## src/rtl/param_down_counter_if.sv

```systemverilog
// Load handshake bundle for param_down_counter; load_value width follows MAX_COUNT.
interface param_down_counter_if #(
  parameter int MAX_COUNT = 255
);
  localparam int W = $clog2(MAX_COUNT + 1);

  logic         load_valid;
  logic         load_ready;
  logic [W-1:0] load_value;

  modport master (output load_valid, output load_value, input load_ready);
  modport slave  (input load_valid, input load_value, output load_ready);
endinterface

```

## src/rtl/param_down_counter.sv

```systemverilog
// Loadable countdown timer with valid/ready load and one-cycle done pulse at terminal count.
// Define PARAM_DOWN_COUNTER_AUTO_RELOAD_EN for periodic reload from a captured start value.
module param_down_counter #(
  parameter int MAX_COUNT = 255
) (
  input  logic                             clk,
  input  logic                             rst_n,
  param_down_counter_if.slave              load_if,
  input  logic                             en_i,
  input  logic                             abort_i,
  output logic [$clog2(MAX_COUNT+1)-1:0]   count_o,
  output logic                             busy_o,
  output logic                             done_o
);
  localparam int             W       = $clog2(MAX_COUNT + 1);
  localparam logic [W:0]     MAX_EXT = (W+1)'(MAX_COUNT);
  localparam logic [W-1:0]   MAX_W   = W'(MAX_COUNT);

  typedef enum logic {IDLE, RUN} state_e;

  state_e         state_q, state_d;
  logic [W-1:0]   count_q, count_d;
  logic           done_q, done_d;
  logic [W-1:0]   load_sat;
  logic           load_fire;

  // Compare one bit wider so MAX_COUNT values that fill W bits never saturate spuriously.
  assign load_sat  = ({1'b0, load_if.load_value} > MAX_EXT) ? MAX_W : load_if.load_value;

`ifdef PARAM_DOWN_COUNTER_AUTO_RELOAD_EN
  logic [W-1:0]   reload_q, reload_d;
  assign load_if.load_ready = 1'b1;
`else
  assign load_if.load_ready = (state_q == IDLE);
`endif

  assign load_fire = load_if.load_valid & load_if.load_ready & ~abort_i;

  always_comb begin
    state_d = state_q;
    count_d = count_q;
    done_d  = 1'b0;
`ifdef PARAM_DOWN_COUNTER_AUTO_RELOAD_EN
    reload_d = reload_q;
`endif
    if (abort_i) begin
      state_d = IDLE;
      count_d = '0;
`ifdef PARAM_DOWN_COUNTER_AUTO_RELOAD_EN
      reload_d = '0;
`endif
    end else begin
      case (state_q)
        IDLE: begin
          if (load_fire) begin
            count_d = load_sat;
`ifdef PARAM_DOWN_COUNTER_AUTO_RELOAD_EN
            reload_d = load_sat;
`endif
            if (load_sat == '0) begin
              done_d = 1'b1;
            end else begin
              state_d = RUN;
            end
          end
        end
        RUN: begin
`ifdef PARAM_DOWN_COUNTER_AUTO_RELOAD_EN
          if (load_fire) begin
            reload_d = load_sat;
          end
`endif
          if (en_i && (count_q != '0)) begin
            count_d = count_q - W'(1);
            if (count_q == W'(1)) begin
              done_d = 1'b1;
`ifdef PARAM_DOWN_COUNTER_AUTO_RELOAD_EN
              // A load coinciding with expiry already governs the next period.
              if (reload_d != '0) begin
                count_d = reload_d;
              end else begin
                state_d = IDLE;
              end
`else
              state_d = IDLE;
`endif
            end
          end
        end
        default: state_d = IDLE;
      endcase
    end
  end

  always_ff @(posedge clk or negedge rst_n) begin
    if (!rst_n) begin
      state_q <= IDLE;
      count_q <= '0;
      done_q  <= 1'b0;
    end else begin
      state_q <= state_d;
      count_q <= count_d;
      done_q  <= done_d;
    end
  end

`ifdef PARAM_DOWN_COUNTER_AUTO_RELOAD_EN
  always_ff @(posedge clk or negedge rst_n) begin
    if (!rst_n) begin
      reload_q <= '0;
    end else begin
      reload_q <= reload_d;
    end
  end
`endif

  assign count_o = count_q;
  assign busy_o  = (state_q == RUN);
  assign done_o  = done_q;
endmodule

```

## src/flat_wrapper.sv

```systemverilog
// flat-port wrapper written by rule: the top's interface ports become plain ports
module param_down_counter_flat 
#(
  parameter int MAX_COUNT = 255
)
  (clk, rst_n, en_i, abort_i, count_o, busy_o, done_o, load_if_load_valid, load_if_load_value, load_if_load_ready);
  param_down_counter_if #(.MAX_COUNT(MAX_COUNT)) load_if_i ();
  input  logic clk;
  input  logic rst_n;
  input  logic en_i;
  input  logic abort_i;
  output logic [$clog2(MAX_COUNT+1)-1:0] count_o;
  output logic busy_o;
  output logic done_o;
  input wire logic [$bits(load_if_i.load_valid)-1:0] load_if_load_valid;
  input wire logic [$bits(load_if_i.load_value)-1:0] load_if_load_value;
  output wire logic [$bits(load_if_i.load_ready)-1:0] load_if_load_ready;
  assign load_if_i.load_valid = load_if_load_valid;
  assign load_if_i.load_value = load_if_load_value;
  assign load_if_load_ready = load_if_i.load_ready;
  param_down_counter #(.MAX_COUNT(MAX_COUNT)) u_core (.clk(clk), .rst_n(rst_n), .load_if(load_if_i), .en_i(en_i), .abort_i(abort_i), .count_o(count_o), .busy_o(busy_o), .done_o(done_o));
endmodule
```

## config.mk

```make
export PLATFORM = sky130hd
export DESIGN_NAME = param_down_counter_flat
export DESIGN_NICKNAME = d
export VERILOG_FILES = /design/src/rtl/param_down_counter_if.sv /design/src/rtl/param_down_counter.sv /design/src/flat_wrapper.sv
export SDC_FILE = /design/constraint.sdc
export NUM_CORES = 1
export LEC_CHECK = 0
export CORE_ASPECT_RATIO = 0.75
export CORE_MARGIN = 2
export CORE_UTILIZATION = 34
export DETAILED_ROUTE_END_ITERATION = 16
export PLACE_DENSITY_LB_ADDON = 0.25
export SLEW_MARGIN = 20
export SYNTH_ARGS = -nofsm -noshare
export SYNTH_HDL_FRONTEND = slang
export SYNTH_SLANG_ARGS = --single-unit
```

## constraint.sdc

```tcl
create_clock -name clk -period 3 [get_ports clk]
set_input_delay 0.3 -clock clk [delete_from_list [all_inputs] [get_ports clk]]
set_output_delay 0.3 -clock clk [all_outputs]
set_load 0.005 [all_outputs]
```

* Word level (Yosys, flattened, before mapping)
Cells that the tools add are included.
** Word-level totals
- Input bits :: 13
- Output and inout port bits :: 11
- Register bits :: 10
- Logic and storage cells :: 31
** Operators by class
- Equality and inequality tests :: 3
- Bitwise operators :: 4
- Add/sub/neg operators :: 1
- Multiplexer cells :: 16
- Reduce and logical (&&, ||, !) cells :: 4
** Operator list (count)
- 2-to-1 mux 8 bit :: 3
- one-hot mux 8 bit (2 select lines) :: 1
- 2-to-1 mux 1 bit :: 10
- equality test 8 x 1 -> 1 bit, second input constant :: 1
- logical NOT 8 bit :: 1
- nonzero test 8 bit :: 1
- subtractor 8 x 1 -> 8 bit, second input constant :: 1
- != test 3 bit, second input constant :: 2
- one-hot mux 1 bit (2 select lines) :: 2
- bitwise AND 1 bit :: 2
- inverter 1 bit :: 2
- AND reduction 2 bit :: 1
- logical AND 1 bit :: 1

* Depth between registers and ports, before layout
- Depth in word-level cells :: 6
- Gate-level depth with buffers :: 6
- Mapped depth without buffers :: 6

* Least setup slack after synthesis
No wires, ideal clock.
- Kind :: register to register
- Start point :: register u_core.count_q[0] (netlist: u_core.count_o[0])
- End point :: register u_core.count_q[3] (netlist: u_core.count_o[3])
- Data required time :: 2.864 ns
- Library setup time :: 0.136 ns
- Arrival time :: 1.363 ns
- Slack :: 1.500 ns
- Buffers on the path :: 1
- Cell stages (with the launch flop) :: 7
- Period minus slack after synthesis :: 1.500 ns
- Cell sequence :: dfrtp_1 inv_1 ha_1 a41o_1 buf_6 o311ai_1 a21oi_1
** On the way
- Word-level cells in the longest chain between the ends :: 4
- Elaborated cells between the ends (all ways) :: 8
- Classes of those cells :: add/sub (1); eq/ne (1); mux (3); reduce/logical (3)
** RTL lines
- from (decl) :: RTL line param_down_counter.sv:22 : logic [W-1:0] count_q, count_d;
- from (signal assigned) :: RTL line param_down_counter.sv:102 : count_q <= count_d;
- subtractor 8 x 1 -> 8 bit or nonzero test 8 bit (tied branches) :: RTL line param_down_counter.sv:74, param_down_counter.sv:73
- 2-to-1 mux 8 bit or logical AND 1 bit (tied branches) :: RTL line param_down_counter.sv:73 : if (en_i && (count_q != '0)) begin
- one-hot mux 8 bit (2 select lines) or != test 3 bit (tied branches)
- 2-to-1 mux 8 bit or AND reduction 2 bit (tied branches)
Several ways; a longest one is shown, not always the timed one. The select of a mux whose other input is x is not followed.
A chain may end at the register's enable or synchronous reset.

* Worst setup path after layout
- Start point :: register u_core.state_q (netlist: u_core.busy_o)
- End point :: register u_core.count_q[2] (netlist: u_core.count_o[2])
** On the way
- Word-level cells in the longest chain between the ends :: 5
- Elaborated cells between the ends (all ways) :: 8
- Classes of those cells :: eq/ne (2); mux (2); bitwise (3); reduce/logical (1)
** RTL lines
- from (decl) :: RTL line param_down_counter.sv:21 : state_e state_q, state_d;
- from (signal assigned) :: RTL line param_down_counter.sv:101 : state_q <= state_d;
- inverter 1 bit :: RTL line param_down_counter.sv:34, param_down_counter.sv:53
- bitwise AND 1 bit (2 in series) :: RTL line param_down_counter.sv:37 : assign load_fire = load_if.load_valid & load_if.load_ready & ~abort_i;
- != test 3 bit (no source line)
- AND reduction 2 bit (no source line)
Several ways; a longest one is shown, not always the timed one.

==> results.tsv <==
stage	metric	value	unit
yosys	synthDistinctLibCells	37	
drt	wl	1.97	mm
job	max_cap_viol_count	0	
critical_path	timing.critical_path.cells	nand2_1, a41o_1, or3_1, a31oi_1	
critical_path	worstPathArrival	2040	ps
cts	cts_resized	0	
critical_path	cpPeakStageDelay	650	ps
final_layout	area_growth_syn_to_layout	35.8	%
yosys	post_syn_nets	95	
critical_path	worst_r2r_endpoint	u_core.count_o[2]	
global_route	pin_count_of_the_biggest_net_entering_global_routing	15	
yosys	postSynthRegisterBits	10	
sta	rsz_0062_raised_after_global_routing	no	
sta	worst-slew-pin-transition	516	ps
yosys	synthDominantAreaCellType	sky130_fd_sc_hd__dfrtp_1	
critical_path	crit_slowest_cell	sky130_fd_sc_hd__dfrtp_1	
yosys	ys_warn_count	0	
placement	placement.io_buffers	23	
drt	route.vias.total	730	
critical_path	worstPathBufferInverterCount	0	
yosys	post-synth-top-area-fraction	34.1	%
sta	final_period_minus_worst_setup_slack	1840	ps
critical_path	r2r-start	u_core.busy_o	
die	floorplan.core_area	2030	um2
yosys	yosys-top-cells-count	sky130_fd_sc_hd__dfrtp_1 (10), sky130_fd_sc_hd__nor2_1 (10), sky130_fd_sc_hd__nand2_1 (6)	
min_path	hold_path_class	in -> async	
sta	worst_slew_margin_rel	65.5	%
critical_path	worstSetupStartpoint	u_core.busy_o	
placement	gp_congestion	0.842	
sta	worst_hold_slack	362	ps
final_layout	finish.net_count	119	
critical_path	required	3190	ps
status	outcome	completed	
global_route	grt_pass1_wl	3.29	mm
drt	ant_nets	0	
critical_path	regToRegSetupSlack	1160	ps
drt	routedWlPerCell	15.6	um
cts	cts.sinks	10	
sta	layout_worst_path_cycle_share	61.4	%
yosys	synth_async_sr_flop_share	100	%
critical_path	worst_setup_path_end_kind	flip-flop	
pwr	p_leak	0.407	nW
global_route	gr-usage-all-layers	17.5	%
cts	clock-root-buffer	sky130_fd_sc_hd__clkbuf_4	
sta	finalClockSkew	0.953	ps
drt	drt-pass1-iter-count	4	
drt	initialDrtViolationCount	21	
yosys	netlist_area	734	um2
cts	cts.htree.levels	1	
yosys	syn_area_per_cell	9.30	um2
cts	tritoncts_clock_tree	done	
critical_path	critical_path.top_delay_family	flip-flops	
final_layout	multi_input_area	425	um2
die	io_pins	24	
sta	hold_viol	0	
yosys	yosysSeqAreaShare	34.1	%
global_route	global_route.overflow_total	0	
drt	via_per_inst	5.79	
final_layout	n_antenna_cell	0	
global_route	grt_pass1_vias	671	
sta	setup_violations	0	
drt	final_routed_drc_violation_total	0	
die	std_cell_rows	14	
pwr	power_per_standard_cell_area	440	nW/um2
cts	clock_latency	280	ps
critical_path	reg2reg_depth	4	
placement	dp_hpwl	1.43	mm
final_layout	filler_cell_count	201	
die	die_height	44.3	um
yosys	synth_enable_flop_cells	0	
yosys	synth_top_flop_cell	sky130_fd_sc_hd__dfrtp_1	
cts	cts_made_buffers	3	
final_layout	area.sequential	250	um2
pwr	power.ir.vdd_worst	0.245	mV
die	fp.dieArea	2550	um2
sta	max_clock_freq	543	MHz
sta	report.final.slew_viol_count	0	
die	initial_core_util	36.1	%
yosys	synthTopCellsByArea	sky130_fd_sc_hd__dfrtp_1 (34%), sky130_fd_sc_hd__ha_1 (5.1%), sky130_fd_sc_hd__nor2_1 (5.1%), sky130_fd_sc_hd__a221oi_2 (4.1%), sky130_fd_sc_hd__a311oi_1 (3.6%)	
cts	cts_buffer_depth	2	
cts	cts-hold-fix-buffers	0	
critical_path	critical_path_class	reg -> reg	
critical_path	start_kind	flip-flop	
global_route	antenna_found_initial	0	
critical_path	timing.critical_path.depth	4	
critical_path	critical_path.max_fanout	14	
sta	setup_tns	0	ps
yosys	syn-instance-count	79	
critical_path	cp-endpoint	u_core.count_o[2]	
cts	cts.reportedPaths.clkPinSlew	70	ps
final_layout	drive_gt1_share	10.8	%
cts	cts_post_setup_buffers_inserted	0	
die	dieWidth	57.7	um
-- where the power goes --
group | switching, mW | leakage (nW) | internal, mW
clock | 0.0540 | 0.0210 | 0.0739
sequential | 0.0198 | 0.133 | 0.147
combinational | 0.0711 | 0.253 | 0.0736
total | 0.145 | 0.407 | 0.294
-- cell families (layout without fill, tap and decap cells) --
logic type               Yosys count  in the layout  synth area share [%]
flip-flops                        10             10                  34.1
buffers and inverters             10             33                  8.01
adder cells (fa/ha/maj)            3              3                  5.11
AND/OR/NAND/NOR                   32             32                  23.9
multiplexers                       3              3                  4.26
AO/OA/AOI/OAI                     21             21                  24.7
-- sequential cells by signal, indices dropped and copies added, names as in the netlist --
register and flops:
u_core.count_o 8, u_core.busy_o 1, u_core.done_o 1
-- layer usage --
layer	up-vias	global-route usage, %	wire length [um]	share of wire (%)
li1	346	-	-	-
met1	356	24.3	961	49
met2	24	25.5	858	44
met3	4	6.43	123	6.2
met4	0	5.58	27	1.4
met5	-	0	0	0
-- how the worst min path moves through the flow --
| stage | from | to | slack (ps) | depth (start not counted) |
|---|---|---|---|---|
| 2_1_floorplan | rst_n | u_core.busy_o | 4 | 0 |
| 3_3_place_gp | u_core.count_o[6] | u_core.count_o[6] | 600 | 2 |
| 3_5_place_dp | u_core.count_o[6] | u_core.count_o[6] | 600 | 2 |
| 4_1_cts | rst_n | u_core.count_o[7] | 370 | 1 |
| 5_1_grt | rst_n | u_core.count_o[7] | 410 | 1 |
| 6_report | rst_n | u_core.count_o[6] | 360 | 1 |
-- stage by stage --
stage / instances / instance area, um2 / util [%] / power (mW) / worst slack (ps)
finish: 126 / 997 / 49.1 / 0.439 / 1160
global route: 126 / 997 / 49.1 / 0.469 / 1010
CTS: 126 / 997 / 49.1 / 0.443 / 1140
detailed placement: 122 / 961 / 47.3 / 0.312 / 1060
global placement: 122 / 961 / 47.3 / 0.311 / 1130
floorplan: 79 / 734 / - / 0.249 / 1500
-- layout make-up --
cell class	instances	area share [%]
inverters	6	2.51
flip-flops and latches	10	25.1
multi-input cells	59	42.7
clock buffers	4	3.64
repair buffers	23	23.1
well taps	24	3.01
-- layout by cell type, fill, tap and decap left out, types with 3 or more instances in the layout --
| cell | count |
|---|---|
| sky130_fd_sc_hd__a21oi_1 | 3 |
| sky130_fd_sc_hd__a311oi_1 | 3 |
| sky130_fd_sc_hd__clkbuf_4 | 3 |
| sky130_fd_sc_hd__clkdlybuf4s50_1 | 23 |
| sky130_fd_sc_hd__dfrtp_1 | 10 |
| sky130_fd_sc_hd__ha_1 | 3 |
| sky130_fd_sc_hd__inv_1 | 5 |
| sky130_fd_sc_hd__nand2_1 | 6 |
| sky130_fd_sc_hd__nor2_1 | 10 |
| sky130_fd_sc_hd__nor4_1 | 3 |
(Power assumes the default switching activity.)
